`src/rtl/nmea_field_extract.sv`:
```
// NMEA sentence filter: matches one talker+type, captures the leading digits of one field as
// packed BCD and publishes them only when the XOR checksum agrees.
module nmea_field_extract #(
    parameter logic [39:0] HDR          = "GNRMC",
    parameter int unsigned FIELD_IDX    = 1,
    parameter int unsigned FIELD_DIGITS = 6,
    parameter int unsigned MAX_LEN      = 82
) (
    input  logic                      sys_clk,
    input  logic                      sys_rst_n,
    input  logic [7:0]                rx_data,
    input  logic                      rx_valid,
    output logic [4*FIELD_DIGITS-1:0] field_bcd,
    output logic                      field_valid,
    output logic                      chk_err,
    output logic                      fmt_err,
    output logic                      busy
);

    localparam int unsigned BW  = 4 * FIELD_DIGITS;
    localparam int unsigned DCW = $clog2(FIELD_DIGITS + 1);
    localparam int unsigned LW  = $clog2(MAX_LEN + 2);

    localparam logic [7:0]     FIELD_IDX_L = 8'(FIELD_IDX);
    localparam logic [DCW-1:0] DIGITS_L    = DCW'(FIELD_DIGITS);
    localparam logic [LW-1:0]  MAX_LEN_L   = LW'(MAX_LEN);

    localparam logic [2:0] StIdle = 3'd0;
    localparam logic [2:0] StHdr  = 3'd1;
    localparam logic [2:0] StBody = 3'd2;
    localparam logic [2:0] StCk1  = 3'd3;
    localparam logic [2:0] StCk2  = 3'd4;

    logic [2:0]     state_q, state_d;
    logic [7:0]     xor_q, xor_d;
    logic [7:0]     comma_q, comma_d;
    logic [DCW-1:0] digit_q, digit_d;
    logic [LW-1:0]  len_q, len_d;
    logic [2:0]     hdr_idx_q, hdr_idx_d;
    logic [BW-1:0]  cap_q, cap_d;
    logic           cap_stop_q, cap_stop_d;
    logic [3:0]     ck_hi_q, ck_hi_d;
    logic [BW-1:0]  field_bcd_q, field_bcd_d;
    logic           field_valid_q, field_valid_d;
    logic           chk_err_q, chk_err_d;
    logic           fmt_err_q, fmt_err_d;

    logic [7:0] hdr_char;
    logic [4:0] hex;
    logic       is_digit;

    // Returns {valid, nibble} for an ASCII hex character of either case.
    function automatic logic [4:0] hex_val(input logic [7:0] c);
        if (c >= "0" && c <= "9") return {1'b1, c[3:0]};
        if ((c >= "A" && c <= "F") || (c >= "a" && c <= "f")) return {1'b1, c[3:0] + 4'd9};
        return 5'd0;
    endfunction

    always_comb begin
        case (hdr_idx_q)
            3'd0:    hdr_char = HDR[39:32];
            3'd1:    hdr_char = HDR[31:24];
            3'd2:    hdr_char = HDR[23:16];
            3'd3:    hdr_char = HDR[15:8];
            default: hdr_char = HDR[7:0];
        endcase
    end

    assign hex      = hex_val(rx_data);
    assign is_digit = (rx_data >= "0") && (rx_data <= "9");

    always_comb begin
        state_d       = state_q;
        xor_d         = xor_q;
        comma_d       = comma_q;
        digit_d       = digit_q;
        len_d         = len_q;
        hdr_idx_d     = hdr_idx_q;
        cap_d         = cap_q;
        cap_stop_d    = cap_stop_q;
        ck_hi_d       = ck_hi_q;
        field_bcd_d   = field_bcd_q;
        field_valid_d = 1'b0;
        chk_err_d     = 1'b0;
        fmt_err_d     = 1'b0;

        if (rx_valid) begin
            if (rx_data == "$") begin
                state_d    = StHdr;
                xor_d      = 8'd0;
                comma_d    = 8'd0;
                digit_d    = '0;
                len_d      = LW'(1);
                hdr_idx_d  = 3'd0;
                cap_d      = '0;
                cap_stop_d = 1'b0;
            end else if (state_q != StIdle && len_q == MAX_LEN_L) begin
                fmt_err_d = 1'b1;
                state_d   = StIdle;
            end else begin
                if (state_q != StIdle) len_d = len_q + LW'(1);
                case (state_q)
                    StHdr: begin
                        if (rx_data == hdr_char) begin
                            xor_d = xor_q ^ rx_data;
                            if (hdr_idx_q == 3'd4) state_d = StBody;
                            else hdr_idx_d = hdr_idx_q + 3'd1;
                        end else begin
                            state_d = StIdle;
                        end
                    end
                    StBody: begin
                        if (rx_data == "*") begin
                            state_d = StCk1;
                        end else begin
                            xor_d = xor_q ^ rx_data;
                            if (rx_data == ",") begin
                                // Saturate once past the target field so it can never re-match.
                                if (comma_q <= FIELD_IDX_L) comma_d = comma_q + 8'd1;
                            end else if (comma_q == FIELD_IDX_L && !cap_stop_q) begin
                                if (!is_digit) begin
                                    cap_stop_d = 1'b1;
                                end else if (digit_q < DIGITS_L) begin
                                    cap_d   = (cap_q << 4) | BW'(rx_data[3:0]);
                                    digit_d = digit_q + DCW'(1);
                                end
                            end
                        end
                    end
                    StCk1: begin
                        if (hex[4]) begin
                            ck_hi_d = hex[3:0];
                            state_d = StCk2;
                        end else begin
                            fmt_err_d = 1'b1;
                            state_d   = StIdle;
                        end
                    end
                    StCk2: begin
                        state_d = StIdle;
                        if (!hex[4]) begin
                            fmt_err_d = 1'b1;
                        end else if ({ck_hi_q, hex[3:0]} != xor_q) begin
                            chk_err_d = 1'b1;
                        end else if (digit_q < DIGITS_L) begin
                            fmt_err_d = 1'b1;
                        end else begin
                            field_bcd_d   = cap_q;
                            field_valid_d = 1'b1;
                        end
                    end
                    default: ;
                endcase
            end
        end
    end

    always_ff @(posedge sys_clk or negedge sys_rst_n) begin
        if (!sys_rst_n) begin
            state_q       <= StIdle;
            xor_q         <= 8'd0;
            comma_q       <= 8'd0;
            digit_q       <= '0;
            len_q         <= '0;
            hdr_idx_q     <= 3'd0;
            cap_q         <= '0;
            cap_stop_q    <= 1'b0;
            ck_hi_q       <= 4'd0;
            field_bcd_q   <= '0;
            field_valid_q <= 1'b0;
            chk_err_q     <= 1'b0;
            fmt_err_q     <= 1'b0;
        end else begin
            state_q       <= state_d;
            xor_q         <= xor_d;
            comma_q       <= comma_d;
            digit_q       <= digit_d;
            len_q         <= len_d;
            hdr_idx_q     <= hdr_idx_d;
            cap_q         <= cap_d;
            cap_stop_q    <= cap_stop_d;
            ck_hi_q       <= ck_hi_d;
            field_bcd_q   <= field_bcd_d;
            field_valid_q <= field_valid_d;
            chk_err_q     <= chk_err_d;
            fmt_err_q     <= fmt_err_d;
        end
    end

    assign field_bcd   = field_bcd_q;
    assign field_valid = field_valid_q;
    assign chk_err     = chk_err_q;
    assign fmt_err     = fmt_err_q;
    assign busy        = (state_q != StIdle);

endmodule

```
`config.mk`:
```
export PLATFORM = sky130hd
export DESIGN_NAME = nmea_field_extract
export DESIGN_NICKNAME = d
export VERILOG_FILES = /design/src/rtl/nmea_field_extract.sv
export SDC_FILE = /design/constraint.sdc
export NUM_CORES = 1
export LEC_CHECK = 0
export CORE_MARGIN = 10
export CORE_UTILIZATION = 37
export CTS_BUF_LIST = sky130_fd_sc_hd__clkbuf_8
export CTS_CLUSTER_SIZE = 14
export DETAILED_ROUTE_END_ITERATION = 6
export PLACE_DENSITY = 0.6
export SLEW_MARGIN = 20
export SYNTH_ARGS = -nofsm -noshare
export SYNTH_HDL_FRONTEND = slang
export SYNTH_SLANG_ARGS = --single-unit
```
`constraint.sdc`:
```
create_clock -name sys_clk -period 8.6 [get_ports sys_clk]
set_input_delay 1.72 -clock sys_clk [delete_from_list [all_inputs] [get_ports sys_clk]]
set_output_delay 1.72 -clock sys_clk [all_outputs]
set_load 0.05 [all_outputs]
```
-- Word level (Yosys, flattened, before mapping)
Cells that the tools add are included.
- register bits: 88
- word-level logic and storage cells: 163
- $add $sub $neg: 5
- $lt $le $gt $ge: 8
- equality and inequality tests: 24
- mux-type cells: 78
- bitwise operators: 6
- reductions and logical operators: 29
- operators by type and width (cell ; count):
    24-bit 2-to-1 mux ; 8
    8-bit 2-to-1 mux ; 10
    3-bit 2-to-1 mux ; 19
    1-bit 2-to-1 mux ; 30
    8-bit by 6-bit equality test with 1-bit output, second input constant ; 3
    24-bit by 4-bit OR with 24-bit output ; 1
    7-bit 2-to-1 mux ; 3
    5-bit 2-to-1 mux ; 4
    5-bit case mux with 4 select lines ; 1
    2-bit nonzero test ; 9
    8-bit by 7-bit greater-or-equal comparator with 1-bit output, second input constant ; 2
    8-bit by 7-bit less-or-equal comparator with 1-bit output, second input constant ; 2
    8-bit case mux with 2 select lines ; 1
    5-bit AND reduction ; 3
    7-bit AND reduction ; 2
    3-bit by 2-bit equality test with 1-bit output, second input constant ; 4
    3-bit case mux with 4 select lines ; 1
    8-bit by 1-bit adder with 8-bit output, second input constant ; 1
    8-bit by 1-bit equality test with 1-bit output, second input constant ; 1
    8-bit equality test ; 1
    8-bit by 6-bit greater-or-equal comparator with 1-bit output, second input constant ; 1
    8-bit by 1-bit less-or-equal comparator with 1-bit output, second input constant ; 1
    8-bit by 6-bit less-or-equal comparator with 1-bit output, second input constant ; 1
    2-bit inequality test, second input constant ; 4
    other kinds (25) ; 37

-- Depth between registers and ports, before layout
- depth after elaboration: 14
- depth in mapped cells: 12

-- Worst setup path before layout
Ideal clock, no wire load.
- path kind: input to register
- start: in rx_data[0]
- end: reg field_bcd_q[10] (netlist: field_bcd[10])
- arrival: 4430 ps
- required time: 8475 ps
- slack: 4045 ps
- stages on the path: 12
- path buffers: 3
- cell sequence: buf_2 inv_1 ha_1 or3b_4 and3_1 nor4b_1 a21oi_1 xnor2_1 or4_1 buf_2 buf_6 mux2_4
- longest elaborated chain between the ends: 10
- elaborated cells between the ends (all ways): 23
- those cells by class: 1 x add/sub; 6 x order compare; 2 x eq/ne; 7 x mux; 2 x bitwise; 5 x reduce/logical
- ends and longest elaborated chain (element ; RTL line ; source):
    from (decl) ; 11 ; input logic [7:0] rx_data,
    8-bit by 7-bit greater-or-equal comparator with 1-bit output / 8-bit by 7-bit less-or-equal comparator with 1-bit output (equally long branches) ; 55 ; if ((c >= "A" && c <= "F") || (c >= "a" && c <= "f")) return {1'b1, c[3:0] + 4'd9};
    1-bit logical AND ; 55 ;
    1-bit logical OR ; 55 ;
    1-bit 2-to-1 mux (2 in a row) ; 55 ;
    5-bit 2-to-1 mux ; 56 ; return 5'd0;
    5-bit 2-to-1 mux ; 55 ;
    8-bit inequality test ; 143 ; end else if ({ck_hi_q, hex[3:0]} != xor_q) begin
    1-bit inverter (no line) ; n/a ;
    7-bit AND reduction (no line) * ; n/a ;
    to (signal assigned) ; 183 ; field_bcd_q <= field_bcd_d;
    to (decl) ; 43 ; logic [BW-1:0] field_bcd_q, field_bcd_d;
Mark *: on every way between the ends. The rest lies on a longest branch, timed or not. The select of a mux whose other input is x is not followed.
A chain may end at the register's enable or synchronous reset.

-- Worst setup path in the final report
- start: in rx_data[0]
- end: reg field_bcd_q[13] (netlist: field_bcd[13])
The elaborated chain is that of the path after synthesis.

==> qor.csv <==
stage,metric,value,unit
setup_path,path_cells,clkdlybuf4s50_1 > inv_1 > ha_1 > or3b_4 > and3_1 > nor4b_1 > a21oi_1 > xnor2_1 > or4_1 > buf_4 > mux2_4,
timing,timing.final.crit_period,5020,ps
power_and_ir_drop,p_per_area,187,mW/mm^2
grt,use_met1,15.4,%
final_layout,antenna_cells,0,
yosys,synth_cell_types,59,
die,initial_core_util,38.4,%
timing,worstMarginPinSlew,865,ps
die,die_area,0.0175,mm^2
final_layout,fillers,1201,
clocking,htree_levels,3,
yosys,yosys_warnings,0,
yosys,synth_area,0.00467,mm^2
timing,finalHoldViolCount,0,
clocking,insertion_delay,370,ps
yosys,synthFlopType,dfrtp_1,
placed_design,place_ws,3210,ps
clocking,ctsHoldBuffers,0,
placed_design,dp_hpwl,7270,um
final_layout,fin_cells,675,
timing,tns,0,ps
setup_path,end_kind,flip-flop,
setup_path,cp_slowest_cell,clkdlybuf4s50_1,
final_layout,final_nets,529,
placed_design,gp_congestion,0.868,
final_layout,layout-drive-gt1-share,11.4,%
drt,drc,0,
final_layout,final_util,44.5,%
placed_design,dp_cells,659,
die,core,0.0122,mm^2
die,num_io_pins,39,
clocking,cts_sinks,88,
setup_path,crit_path_max_fanout,24,
timing,finalCritPeriodShare,58.4,%
setup_path,critPathTopFamily,simple AND/OR/NAND/NOR gates,
yosys,avgSynthCellArea,9.85,um^2
timing,skew,7.38,ps
yosys,synth_most_common_cell,dfrtp_1,
power_and_ir_drop,power,1010,uW
run,cap_violations,0,
drt,wl_per_cell,15.3,um
clocking,cts_made_buffers,9,
setup_path,crit_required,8860,ps
drt,initialDrtViolationCount,257,
grt,grtUsageTotal,12.0,%
die,die_w,132,um
timing,fin_ws,3580,ps
placed_design,numPortBuffers,38,
die,rows,40,
grt,grt_first_pass_wirelength,17600,um
yosys,syn-instance-count,474,
grt,met2_usage,18.3,%
setup_path,cp-start-kind,input pin,
yosys,synth.top_cell.area_share,47.1,%
yosys,synth_seq_cells,88,
grt,grt_max_degree,89,
setup_path,critPathArrivalTime,5280,ps
yosys,synth-edff-count,0,
drt,wl,10300,um
clocking,cts_tree,built,
final_layout,area_delta_synth_final,15.8,%
setup_path,slowest_delay,690,ps
setup_path,cp.buffers_inverters,3,
die,chipHeight,132,um
yosys,ys_top_cells_by_area,"dfrtp_1 47%, mux2_4 6.4%, nand2_1 5.9%",
power_and_ir_drop,p_leak,0.00238,uW
timing,grt_setup_unrepaired,no,
grt,antenna_found_initial,0,
yosys,synth-seq-area-share,47.1,%
clocking,clockRootBuffer,clkbuf_8,
timing,fmax,0.199,GHz
yosys,synthArstFlopShare,100,%
grt,grt_util_met3,3.93,%
clocking,cts_resized,0,
yosys,synthTopCellsByCount,"88 x dfrtp_1, 73 x nand2_1, 47 x o21ai_0",
drt,first_pass_iters,4,
grt,grt.overflow.total,0,
yosys,syn-num-nets,501,
yosys,yosys.area.top_type,dfrtp_1,
timing,slew_headroom,41.9,%
drt,avgViaCountPerCell,5.22,
clocking,clkTransAtPathRegs,90,ps
power_and_ir_drop,irDropWorstVdd,0.0000902,V
clocking,post-cts-setup-buffer-count,0,
status,run_status,completed,
drt,vias,3521,
drt,ant_nets,0,
grt,grt-busiest-layer,met2,
grt,first_global_vias,3460,
timing,setup_viol,0,
clocking,cts_buffer_depth,2,
timing,slew_viol_final,0,
hold_path,min_path_type,flip-flop to flip-flop,
setup_path,critPathKind,input pin to flip-flop,
-- worst paths after layout --
| path | from | endpoint | cells past startpoint | slack (ps) |
|---|---|---|---|---|
| setup / recovery | rx_data[0] | field_bcd[13] | 11 | 3580 |
| hold / removal | comma_q[6] | comma_q[6] | 1 | 480 |
| setup reg to reg | hdr_idx_q[0] | xor_q[6] | 9 | 5370 |
| hold reg to reg | comma_q[6] | comma_q[6] | 1 | 480 |
| max in group asynchronous | sys_rst_n | xor_q[4] | 1 | 6660 |
| min in group asynchronous | sys_rst_n | field_bcd[21] | 1 | 1410 |
-- worst register-to-register path, stage by stage, from the launching register on --
cell	delay [ps]
dfrtp_1	470
ha_1	230
ha_1	230
or3_1	380
nor3_1	160
o21ai_1	120
nor4_1	730
or2_2	330
nand3_1	240
o22ai_1	260
-- kinds of logic after synthesis --
| kind of cell | after synthesis | share of synthesized area (%) |
|---|---|---|
| xor+xnor | 13 | 2.44 |
| compound gates | 110 | 14.9 |
| buf+inv | 43 | 3.86 |
| simple gates | 176 | 19.0 |
| fa+ha+maj | 16 | 4.29 |
| flops | 88 | 47.1 |
| mux | 28 | 8.33 |
-- flip-flops by register name (all words and copies together), names as in the netlist --
register / count
cap_stop_q: 1
xor_q: 8
state_q: 3
field_valid: 1
fmt_err: 1
comma_q: 8
len_q: 7
hdr_idx_q: 3
cap_q: 24
digit_q: 3
ck_hi_q: 4
chk_err: 1
field_bcd: 24
-- metrics by stage --
stage,hold slack (ps),cell area [um^2]
after CTS,489,5410
after floorplan,444,4670
after detailed placement,468,5170
final,484,5410
after global routing,513,5410
after global placement,462,5170
-- per-layer routing --
metal  up-vias  routed length [um]
met5         -                   0
met4         0                 166
met3        18                 553
met2        70                4780
met1      1697                4810
li1       1736                   -
-- layout make-up --
| type | count | area [um^2] | area share (%) |
|---|---|---|---|
| clock buffers | 11 | 151 | 2.80 |
| clock inverters | 5 | 86.3 | 1.60 |
| inverters | 20 | 75.1 | 1.39 |
| multi-input cells | 343 | 2290 | 42.3 |
| flip-flops and latches | 88 | 2200 | 40.7 |
| well taps | 168 | 210 | 3.89 |
| repair buffers | 40 | 397 | 7.33 |
-- power by group --
group	internal (uW)	switching, uW
registers	459	47.5
clock network	182	155
logic	77.0	93.7
total	718	296
-- cells in the final DEF (no fill, tap or decap), types with 6 or more instances in the layout --
| cell type | instances |
|---|---|
| nor3_1 | 10 |
| a21oi_1 | 19 |
| o21ai_0 | 47 |
| mux2_2 | 7 |
| clkbuf_8 | 11 |
| nand4_1 | 6 |
| clkdlybuf4s50_1 | 37 |
| inv_1 | 20 |
| nand2_1 | 73 |
| dfrtp_1 | 88 |
| xnor2_1 | 6 |
| mux2_4 | 20 |
| ha_1 | 16 |
| nor2_1 | 29 |
| nand3_1 | 10 |
| xor2_1 | 7 |
Note: power is estimated with default switching activity, not from simulation.
